[config.mk]
export PLATFORM = sky130hd
export DESIGN_NAME = nes_vga_scanout_flat
export DESIGN_NICKNAME = d
export VERILOG_FILES = /design/src/rtl/nes_vga_scanout_if.sv /design/src/rtl/nes_vga_scanout.sv /design/src/flat_wrapper.sv
export SDC_FILE = /design/constraint.sdc
export NUM_CORES = 2
export LEC_CHECK = 0
export CORE_MARGIN = 2
export CORE_UTILIZATION = 40
export CTS_BUF_LIST = sky130_fd_sc_hd__clkbuf_4
export DETAILED_ROUTE_END_ITERATION = 8
export MAX_ROUTING_LAYER = met4
export SYNTH_ARGS = -nofsm -noshare
export SYNTH_HDL_FRONTEND = slang
export SYNTH_SLANG_ARGS = --single-unit
[constraint.sdc]
create_clock -name clk -period 8.3 [get_ports clk]
set_clock_uncertainty 0.15 [all_clocks]
set_input_delay 2.075 -clock clk [delete_from_list [all_inputs] [get_ports clk]]
set_output_delay 2.075 -clock clk [all_outputs]
set_load 0.03 [all_outputs]
[src/rtl/nes_vga_scanout_if.sv]
// Read side of the PPU-to-display palette-index FIFO as seen by the VGA scanout.
// The scanout (master) issues reads; the FIFO (slave) returns registered data and an empty flag.
interface nes_vga_scanout_if #(
  parameter int IDX_W = 6
);
  logic [IDX_W-1:0] fifo_data;
  logic             fifo_empty;
  logic             fifo_re;

  modport master (input fifo_data, input fifo_empty, output fifo_re);
  modport slave  (output fifo_data, output fifo_empty, input fifo_re);
endinterface

[src/rtl/nes_vga_scanout.sv]
// 640x480@60 VGA scanout of a 256x240 NES image: 2x2 pixel doubling through a one-line buffer,
// 2C02 palette lookup, and a two-stage output pipeline aligned to the timing counters.
module nes_vga_scanout #(
  parameter int               IDX_W         = 6,
  parameter int               BORDER        = 64,
  parameter logic [IDX_W-1:0] UNDERFLOW_IDX = IDX_W'(6'h0F)
) (
  input  logic              clk,
  input  logic              reset,
  nes_vga_scanout_if.master fifo,
  output logic              frame_start,
  output logic [7:0]        vga_r,
  output logic [7:0]        vga_g,
  output logic [7:0]        vga_b,
  output logic              vga_hs,
  output logic              vga_vs,
  output logic              vga_de,
  output logic              underflow_err
);

  localparam logic [9:0] H_LAST     = 10'd799;
  localparam logic [9:0] H_ACT      = 10'd640;
  localparam logic [9:0] HS_FIRST   = 10'd656;
  localparam logic [9:0] HS_LAST    = 10'd751;
  localparam logic [9:0] V_LAST     = 10'd524;
  localparam logic [9:0] V_ACT      = 10'd480;
  localparam logic [9:0] VS_FIRST   = 10'd490;
  localparam logic [9:0] VS_LAST    = 10'd491;
  localparam logic [9:0] SPAN_LEN   = 10'd512;
  localparam logic [9:0] SLOT_FIRST = 10'(BORDER - 2);
  localparam logic [9:0] CAP_FIRST  = 10'(BORDER - 1);
  localparam logic [9:0] SPAN_FIRST = 10'(BORDER);
  localparam logic [9:0] SPAN_END   = 10'(BORDER + 512);

  localparam logic [23:0] PALETTE [64] = '{
    24'h666666, 24'h002A88, 24'h1412A7, 24'h3B00A4, 24'h5C007E, 24'h6E0040, 24'h6C0600, 24'h561D00,
    24'h333500, 24'h0B4800, 24'h005200, 24'h004F08, 24'h00404D, 24'h000000, 24'h000000, 24'h000000,
    24'hADADAD, 24'h155FD9, 24'h4240FF, 24'h7527FE, 24'hA01ACC, 24'hB71E7B, 24'hB53120, 24'h994E00,
    24'h6B6D00, 24'h388700, 24'h0C9300, 24'h008F32, 24'h007C8D, 24'h000000, 24'h000000, 24'h000000,
    24'hFFFEFF, 24'h64B0FF, 24'h9290FF, 24'hC676FF, 24'hF36AFF, 24'hFE6ECC, 24'hFE8170, 24'hEA9E22,
    24'hBCBE00, 24'h88D800, 24'h5CE430, 24'h45E082, 24'h48CDDE, 24'h4F4F4F, 24'h000000, 24'h000000,
    24'hFFFEFF, 24'hC0DFFF, 24'hD3D2FF, 24'hE8C8FF, 24'hFBC2FF, 24'hFEC4EA, 24'hFECCC5, 24'hF7D8A5,
    24'hE4E594, 24'hCFEF96, 24'hBDF4AB, 24'hB3F3CC, 24'hB5EBF2, 24'hB8B8B8, 24'h000000, 24'h000000
  };

  logic [9:0]       h_q, h_d, v_q, v_d;
  logic             de, hs_n, vs_n, in_span, fetch_line, slot, cap;
  logic [9:0]       slot_rel, cap_rel;
  logic [7:0]       lb_addr;
  logic             miss_q, uf_q;
  logic [IDX_W-1:0] new_idx, cur_idx, fetch_idx_q, lb_rd_q;
  logic [IDX_W-1:0] line_buf [256];
  logic [23:0]      s1_rgb_q, rgb_q;
  logic             s1_de_q, s1_hs_q, s1_vs_q, s1_fs_q;
  logic             de_q, hs_q, vs_q, fs_q;

  always_comb begin
    h_d = h_q + 10'd1;
    v_d = v_q;
    if (h_q == H_LAST) begin
      h_d = '0;
      v_d = (v_q == V_LAST) ? 10'd0 : v_q + 10'd1;
    end
  end

  always_ff @(posedge clk or posedge reset) begin
    if (reset) begin
      h_q <= '0;
      v_q <= '0;
    end else begin
      h_q <= h_d;
      v_q <= v_d;
    end
  end

  // A slot issues the FIFO read for pixel x; one cycle later (cap) the returned word is captured.
  always_comb begin
    de         = (h_q < H_ACT) && (v_q < V_ACT);
    hs_n       = !((h_q >= HS_FIRST) && (h_q <= HS_LAST));
    vs_n       = !((v_q >= VS_FIRST) && (v_q <= VS_LAST));
    in_span    = (h_q >= SPAN_FIRST) && (h_q < SPAN_END);
    fetch_line = (v_q < V_ACT) && !v_q[0];
    slot_rel   = h_q - SLOT_FIRST;
    cap_rel    = h_q - CAP_FIRST;
    slot       = fetch_line && (h_q >= SLOT_FIRST) && (slot_rel < SPAN_LEN) && !slot_rel[0];
    cap        = (v_q < V_ACT) && (h_q >= CAP_FIRST) && (cap_rel < SPAN_LEN) && !cap_rel[0];
    lb_addr    = cap_rel[8:1];
    new_idx    = miss_q ? UNDERFLOW_IDX : fifo.fifo_data;
    cur_idx    = v_q[0] ? lb_rd_q : fetch_idx_q;
  end

  assign fifo.fifo_re = slot & ~fifo.fifo_empty;

  always_ff @(posedge clk or posedge reset) begin
    if (reset) begin
      miss_q      <= 1'b0;
      uf_q        <= 1'b0;
      fetch_idx_q <= '0;
    end else begin
      miss_q <= slot & fifo.fifo_empty;
      if (slot && fifo.fifo_empty) begin
        uf_q <= 1'b1;
      end
      if (cap && !v_q[0]) begin
        fetch_idx_q <= new_idx;
      end
    end
  end

  // Line buffer: written on fetch lines, read back (registered) on the following replay line.
  always_ff @(posedge clk) begin
    if (cap && !v_q[0]) begin
      line_buf[lb_addr] <= new_idx;
    end
    if (cap && v_q[0]) begin
      lb_rd_q <= line_buf[lb_addr];
    end
  end

  always_ff @(posedge clk or posedge reset) begin
    if (reset) begin
      s1_rgb_q <= '0;
      s1_de_q  <= 1'b0;
      s1_hs_q  <= 1'b1;
      s1_vs_q  <= 1'b1;
      s1_fs_q  <= 1'b0;
      rgb_q    <= '0;
      de_q     <= 1'b0;
      hs_q     <= 1'b1;
      vs_q     <= 1'b1;
      fs_q     <= 1'b0;
    end else begin
      s1_rgb_q <= (de && in_span) ? PALETTE[cur_idx[5:0]] : 24'h000000;
      s1_de_q  <= de;
      s1_hs_q  <= hs_n;
      s1_vs_q  <= vs_n;
      s1_fs_q  <= (h_q == 10'd0) && (v_q == 10'd0);
      rgb_q    <= s1_rgb_q;
      de_q     <= s1_de_q;
      hs_q     <= s1_hs_q;
      vs_q     <= s1_vs_q;
      fs_q     <= s1_fs_q;
    end
  end

  assign vga_r         = rgb_q[23:16];
  assign vga_g         = rgb_q[15:8];
  assign vga_b         = rgb_q[7:0];
  assign vga_de        = de_q;
  assign vga_hs        = hs_q;
  assign vga_vs        = vs_q;
  assign frame_start   = fs_q;
  assign underflow_err = uf_q;

endmodule
[src/flat_wrapper.sv]
// flat-port wrapper written by rule: the top's interface ports become plain ports
module nes_vga_scanout_flat 
#(
  parameter int               IDX_W         = 6,
  parameter int               BORDER        = 64,
  parameter logic [IDX_W-1:0] UNDERFLOW_IDX = IDX_W'(6'h0F)
)
  (clk, reset, frame_start, vga_r, vga_g, vga_b, vga_hs, vga_vs, vga_de, underflow_err, fifo_fifo_data, fifo_fifo_empty, fifo_fifo_re);
  nes_vga_scanout_if #(.IDX_W(IDX_W)) fifo_i ();
  input  logic clk;
  input  logic reset;
  output logic frame_start;
  output logic [7:0] vga_r;
  output logic [7:0] vga_g;
  output logic [7:0] vga_b;
  output logic vga_hs;
  output logic vga_vs;
  output logic vga_de;
  output logic underflow_err;
  input wire logic [$bits(fifo_i.fifo_data)-1:0] fifo_fifo_data;
  input wire logic [$bits(fifo_i.fifo_empty)-1:0] fifo_fifo_empty;
  output wire logic [$bits(fifo_i.fifo_re)-1:0] fifo_fifo_re;
  assign fifo_i.fifo_data = fifo_fifo_data;
  assign fifo_i.fifo_empty = fifo_fifo_empty;
  assign fifo_fifo_re = fifo_i.fifo_re;
  nes_vga_scanout #(.IDX_W(IDX_W), .BORDER(BORDER), .UNDERFLOW_IDX(UNDERFLOW_IDX)) u_core (.clk(clk), .reset(reset), .fifo(fifo_i), .frame_start(frame_start), .vga_r(vga_r), .vga_g(vga_g), .vga_b(vga_b), .vga_hs(vga_hs), .vga_vs(vga_vs), .vga_de(vga_de), .underflow_err(underflow_err));
endmodule
After elaboration in Yosys (flattened, before gate mapping)
Memories as Yosys holds them, arrays and structs flattened. A register that Yosys moved wholly into a read port is not among the register bits.
Index checks and enable logic that the tools add are counted.
{"block": "totals", "input_bits": 9, "rom_bits": 1536, "mem_count": 2, "mem_bits_rw": 1536, "register_bits": 84, "output_inout_bits": 30}
{"name": "(no name shown)", "depth": 64, "width": 24, "rd": 1, "rd_clocked_by_memory_dff": 0, "wr": 0, "line": "nes_vga_scanout.sv:133", "source": "s1_rgb_q <= (de && in_span) ? PALETTE[cur_idx[5:0]] : 24'h000000;"}
{"name": "u_core.line_buf", "depth": 256, "width": 6, "rd": 1, "rd_clocked_by_memory_dff": 1, "wr": 1, "line": "nes_vga_scanout.sv:52", "source": "logic [IDX_W-1:0] line_buf [256];"}
{"block": "op_classes", "n_reduce_logical": 23, "addsub": 4, "eq_ne": 2, "magnitude_cmp": 13, "bitwise_logic": 4, "muxes": 9}
{"op": "2-to-1 mux 24 bit", "n": 3}
{"op": "< comparator 10 bit (second input constant)", "n": 4}
{"op": "adder 10 x 1 -> 10 bit (second input constant)", "n": 2}
{"op": "== test 10 bit (second input constant)", "n": 2}
{"op": "greater-or-equal comparator 10 x 6 -> 1 bit (second input constant)", "n": 2}
{"op": "zero test 10 bit", "n": 2}
{"op": "2-to-1 mux 10 bit", "n": 2}
{"op": "subtractor 10 x 6 -> 10 bit (second input constant)", "n": 2}
{"op": "logical AND 1 bit", "n": 16}
{"op": "2-to-1 mux 6 bit", "n": 2}
{"op": "greater-or-equal comparator 10 bit (second input constant)", "n": 1}
{"op": "greater-or-equal comparator 10 x 7 -> 1 bit (second input constant)", "n": 1}
{"op": "greater-or-equal comparator 10 x 9 -> 1 bit (second input constant)", "n": 1}
{"op": "less-or-equal comparator 10 bit (second input constant)", "n": 1}
{"op": "less-or-equal comparator 10 x 9 -> 1 bit (second input constant)", "n": 1}
{"op": "< comparator 10 x 9 -> 1 bit (second input constant)", "n": 1}
{"op": "greater-or-equal comparator 7 bit (second input constant)", "n": 1}
{"op": "NOT 6 -> 7 bit", "n": 1}
{"op": "zero test 1 bit", "n": 5}
{"op": "AND 1 bit", "n": 2}
{"op": "2-to-1 mux 1 bit", "n": 2}
{"op": "NOT 1 bit", "n": 1}

Depth between registers and ports, before layout
{"block": "depth", "ltp_word": 7, "ltp_mapped": 14, "ltp_nobuf": 9}

Worst setup path before layout
OpenSTA, ideal clock, no wires.
{"block": "synth_timing", "path_kind": "input to register", "startpoint": "in fifo_fifo_data[4]", "endpoint": "mem u_core.line_buf[0][4] (data pin)", "setup_ns": 1.463, "stages": 1, "slack_ns": -1.557, "arrival_ns": 8.245, "n_path_buf": 0, "cell_sequence": "nor2b_1"}
{"block": "synth_via", "elab_chain_len": 1}
{"element": "start, declared", "line": "flat_wrapper.sv:20", "source": "input wire logic [$bits(fifo_i.fifo_data)-1:0] fifo_fifo_data;"}
{"element": "2-to-1 mux 6 bit", "line": "nes_vga_scanout.sv:88", "source": "new_idx = miss_q ? UNDERFLOW_IDX : fifo.fifo_data;"}
{"element": "end, declared", "line": "nes_vga_scanout.sv:52"}
No other way between the ends.

Worst setup path in the final report
{"block": "layout_timing", "startpoint": "reg u_core.h_q[6]", "endpoint": "out fifo_fifo_re"}
{"block": "layout_via", "elab_chain_len": 5, "elab_cells_between_ends": 7, "classes_between": "1 x add/sub; 2 x order compare; 1 x bitwise; 3 x reduce/logical"}
{"element": "start, declared", "line": "nes_vga_scanout.sv:46", "source": "logic [9:0] h_q, h_d, v_q, v_d;"}
{"element": "start signal, assigned", "line": "nes_vga_scanout.sv:68", "source": "h_q <= '0;"}
{"element": "start signal, assigned", "line": "nes_vga_scanout.sv:71", "source": "h_q <= h_d;"}
{"element": "subtractor 10 x 6 -> 10 bit / greater-or-equal comparator 10 x 6 -> 1 bit (equally long branches)", "line": "nes_vga_scanout.sv:83, nes_vga_scanout.sv:85"}
{"element": "< comparator 10 bit / logical AND 1 bit (equally long branches)", "line": "nes_vga_scanout.sv:85", "source": "slot = fetch_line && (h_q >= SLOT_FIRST) && (slot_rel < SPAN_LEN) && !slot_rel[0];"}
{"element": "logical AND 1 bit (*) (2 in series)", "line": "nes_vga_scanout.sv:85"}
{"element": "AND 1 bit (*)", "line": "nes_vga_scanout.sv:92", "source": "assign fifo.fifo_re = slot & ~fifo.fifo_empty;"}
{"element": "end, declared", "line": "flat_wrapper.sv:22", "source": "output wire logic [$bits(fifo_i.fifo_re)-1:0] fifo_fifo_re;"}
Mark *: on every way between the ends. The rest lies on a longest branch, timed or not.

==> impl_results.md <==
* Register-to-Register Setup Slack at 3.04 ns
* Die height at ~410 microns
* Min-delay src: u_core.s1_rgb_q[18]$_DFF_PP0_
* Post-synthesis sequential area ratio at 74.3%
* Gr usage total at between 20% and 30%
* Met3 WL post-DR at 14.0 mm
* Drt drc at 0
* Synth area leaders: edfxtp_1 (71%), mux4_2 (13%), dfrtp_1 (3.1%), nor2_1 (1.9%), mux2i_1 (1.8%)
* Area of the mapped netlist at 65200 sq um
* Place WS at around 2.8 ns
* Status: finished, final reports clean
* DRT antenna net count at 0
* Post-synthesis compound-gate area fraction at around 3.2%
* Final min period at ~6.2 ns
* Mapped Cells at around 3500
* Post-synth top cells: edfxtp_1 (1542), mux4_2 (384), nor2_1 (335)
* Async S/R FF share, synth at between 5 and 6%
* Synth area leader: edfxtp_1
* Setup TNS at 0 ns
* Post-detail-place hpwl at 96.6 mm
* Post-cts resize count at 0
* I/O Pins at 39
* Hold Fails Final Rpt at 0
* Largest net degree at the start of global routing at about 240
* Cell row count at 148
* Seq cells post-synth at roughly 1600
* Critical path class: reg2out
* Clock-pin slew on the worst setup and hold paths at ~0.07 ns
* First-pass GRT wire length at 242 mm
* Pwr Density at 215 nW/um^2
* Slowest cell delay on critical path at ~0.67 ns
* Fin cells at 6281
* Final worst-path cycle share at between 70 and 80%
* Die X at just over 400 microns
* Clk buf depth at 4
* Mapped Avg Cell Area at ~19 sq um
* Max Clock Freq at about 160 MHz
* Setup bufs post-CTS at 0
* Synth-to-Final Area Change at 12.2%
* RSZ-0062 raised after global routing: no
* Placed Instances at 5549
* Setup crit start kind: register
* Hold Crit Depth at 0
* Worst Max-Slew Pin Slew at ~1.3 ns
* Top layer in use: met4
* Fin nets at around 3800
* Vias in the first global route at ~36000
* Die ar. at approximately 170000 sq um
* 1st-iter DRT viols at approximately 4300
* GPL Wtd Cong at roughly 0.87
* Setup violators final at 0
* Drt pass-1 iters at 8
* Initial antenna violation count at 5
* Largest family of logic cells by synthesized area: multiplexers
* Maximum capacitance violations at 0
* Wire length per cell at between 20 and 30 microns
* Cts hold-fix bufs at 0
* Clk_lat worst skew at roughly 1.3 ns
* H-tree levels at 5
* Syn_nets at ~3500
* # port buffers at 38
* CTS tree: built
* P_leak at approximately 23 nW
* Final worst slack at around 2.1 ns
* Root buf cell: clkbuf_4
* M1 WL at just under 70 mm
* Met2 wire len at 77.5 mm
* Post-synth EDFFs at ~1500
* Cells along the critical path: or3_1, a31o_2, xor2_1, and4_1, nor2b_1, clkdlybuf4s50_1
* Drt total wl at 166 mm
* Synth cell types at between 70 and 80
* Hold Path Class: reg2reg
* VDD IR-drop max at between 100 and 150 uV
* CTS Sinks at between 1500 and 2000
* Core footprint at about 160000 sq um
* Share of layout cells above drive strength 1 at around 28%
* Top_reg_cell synth: edfxtp_1
* Reg2Reg Depth at 10
* Adder-Cell Fraction of Synth Area at 0.326%
* Post-DR vias/cell at roughly 5.6
* Critical Path RT at 6.08 ns
* Post-synthesis mux area share at between 15 and 20%
* Hold endpoint: u_core.rgb_q[18]$_DFF_PP0_
* Grt ovf at 0
* Reg-to-Reg End: u_core.lb_rd_q[0]$_DFFE_PP_
* Vias post-DR at roughly 35000
* Post-synth top area share at 71.1%
* Util after Layout at between 40% and 50%
* Worst slew margin at 11.1%
* CP max-delay cell: clkdlybuf4s50_1
* Initial core utilization at between 40% and 50%
* CTS buffer count at about 420
* Crit path DAT at 3.99 ns
* Crit. End Element: primary output
* Post-Synth Simple-Gate Area at ~5%
* Max FO, Critical Path at 16
* Final Max Slew Viols at 0
* Top-count cell post-synth: edfxtp_1
* R2R Path Start: u_core.h_q[0]$_DFF_PP0_
* Synth Area in XOR/XNOR at 0.242%
* Synth Warn # at 0
state kept, by name (all words and copies together) (netlist names), 6 cells and up:
name and cells:
u_core.lb_rd_q 6, u_core.h_q 10, u_core.line_buf 1536, u_core.v_q 10, u_core.rgb_q 24, u_core.fetch_idx_q 6
u_core.s1_rgb_q 24
power by group:
group / internal, mW / total, mW / switching (mW)
combinational: 0.0452 / 0.251 / 0.206
clock: 3.29 / 6.47 / 3.18
sequential: 8.97 / 8.98 / 0.00115
total: 12.3 / 15.7 / 3.39
critical path: cells and delay by family, from the launching register on:
| family | cells | cell delay (ns) |
|---|---|---|
| AO/OA/AOI/OAI | 1 | 0.27 |
| XOR/XNOR | 1 | 0.15 |
| buffers and inverters | 1 | 0.67 |
| flip-flops | 1 | 0.54 |
| AND/OR/NAND/NOR | 3 | 1.03 |
metal layers:
layer / GRT usage, % / vias up
li1: - / 15000
met1: 27.8 / 18300
met2: 30.7 / 1884
met3: 4.19 / 339
met4: 7.16 / 0
met5: - / -
kinds of logic (layout without fill, tap and decap cells):
logic type	after synthesis	after routing
and+or+nand+nor	769	769
buffers and inverters	236	857
xor gates and xnor gates	15	15
muxes	510	510
adders and majority gates	17	17
other	0	6
AOI/OAI and AO/OA	306	306
DFF	1626	1626
worst max-delay path by stage:
stage,from,end,slack [ns],cells past startpoint
2_1_floorplan,fifo_fifo_data[4],u_core.line_buf[0][4]$_DFFE_PP_,1.53,1
3_3_place_gp,fifo_fifo_empty,fifo_fifo_re,2.74,3
3_5_place_dp,fifo_fifo_empty,fifo_fifo_re,2.79,3
4_1_cts,u_core.h_q[6]$_DFF_PP0_,fifo_fifo_re,1.93,6
5_1_grt,u_core.h_q[6]$_DFF_PP0_,fifo_fifo_re,1.82,6
6_report,u_core.h_q[6]$_DFF_PP0_,fifo_fifo_re,2.09,6
layout make-up:
| type | instances | area [sq um] |
|---|---|---|
| fillers | 14100 | 89100 |
| flip-flops and latches | 1626 | 48400 |
| multi-input cells | 1617 | 15800 |
| clock buffers | 574 | 4310 |
| well taps | 2175 | 2720 |
| repair buffers | 116 | 1100 |
| clock inverters | 152 | 689 |
| inverters | 15 | 65.1 |
| diodes | 6 | 15.0 |
cell usage in the layout (no fill, tap or decap), drive strengths merged, types with 31 or more instances in the layout:
cell              n
nand2           261
buf              78
nand3            53
clkinv          142
nor2            335
mux4            384
o22ai            31
dfrtp            80
clkbuf          574
mux2i           114
clkdlybuf4s50    38
edfxtp         1542
o21ai            53
a21oi            71
nor3             33
per-stage QoR:
stage                     total power [mW]  hold slack (ns)  cell area (sq um)
after CTS                             15.9            0.200              73100
final                                 15.7            0.195              73100
after global placement                9.39            0.183              68100
after floorplan                       9.30            0.181              65200
after global routing                  16.3            0.206              73100
after detailed placement              9.40            0.186              68100
(Power assumes the default switching activity.)
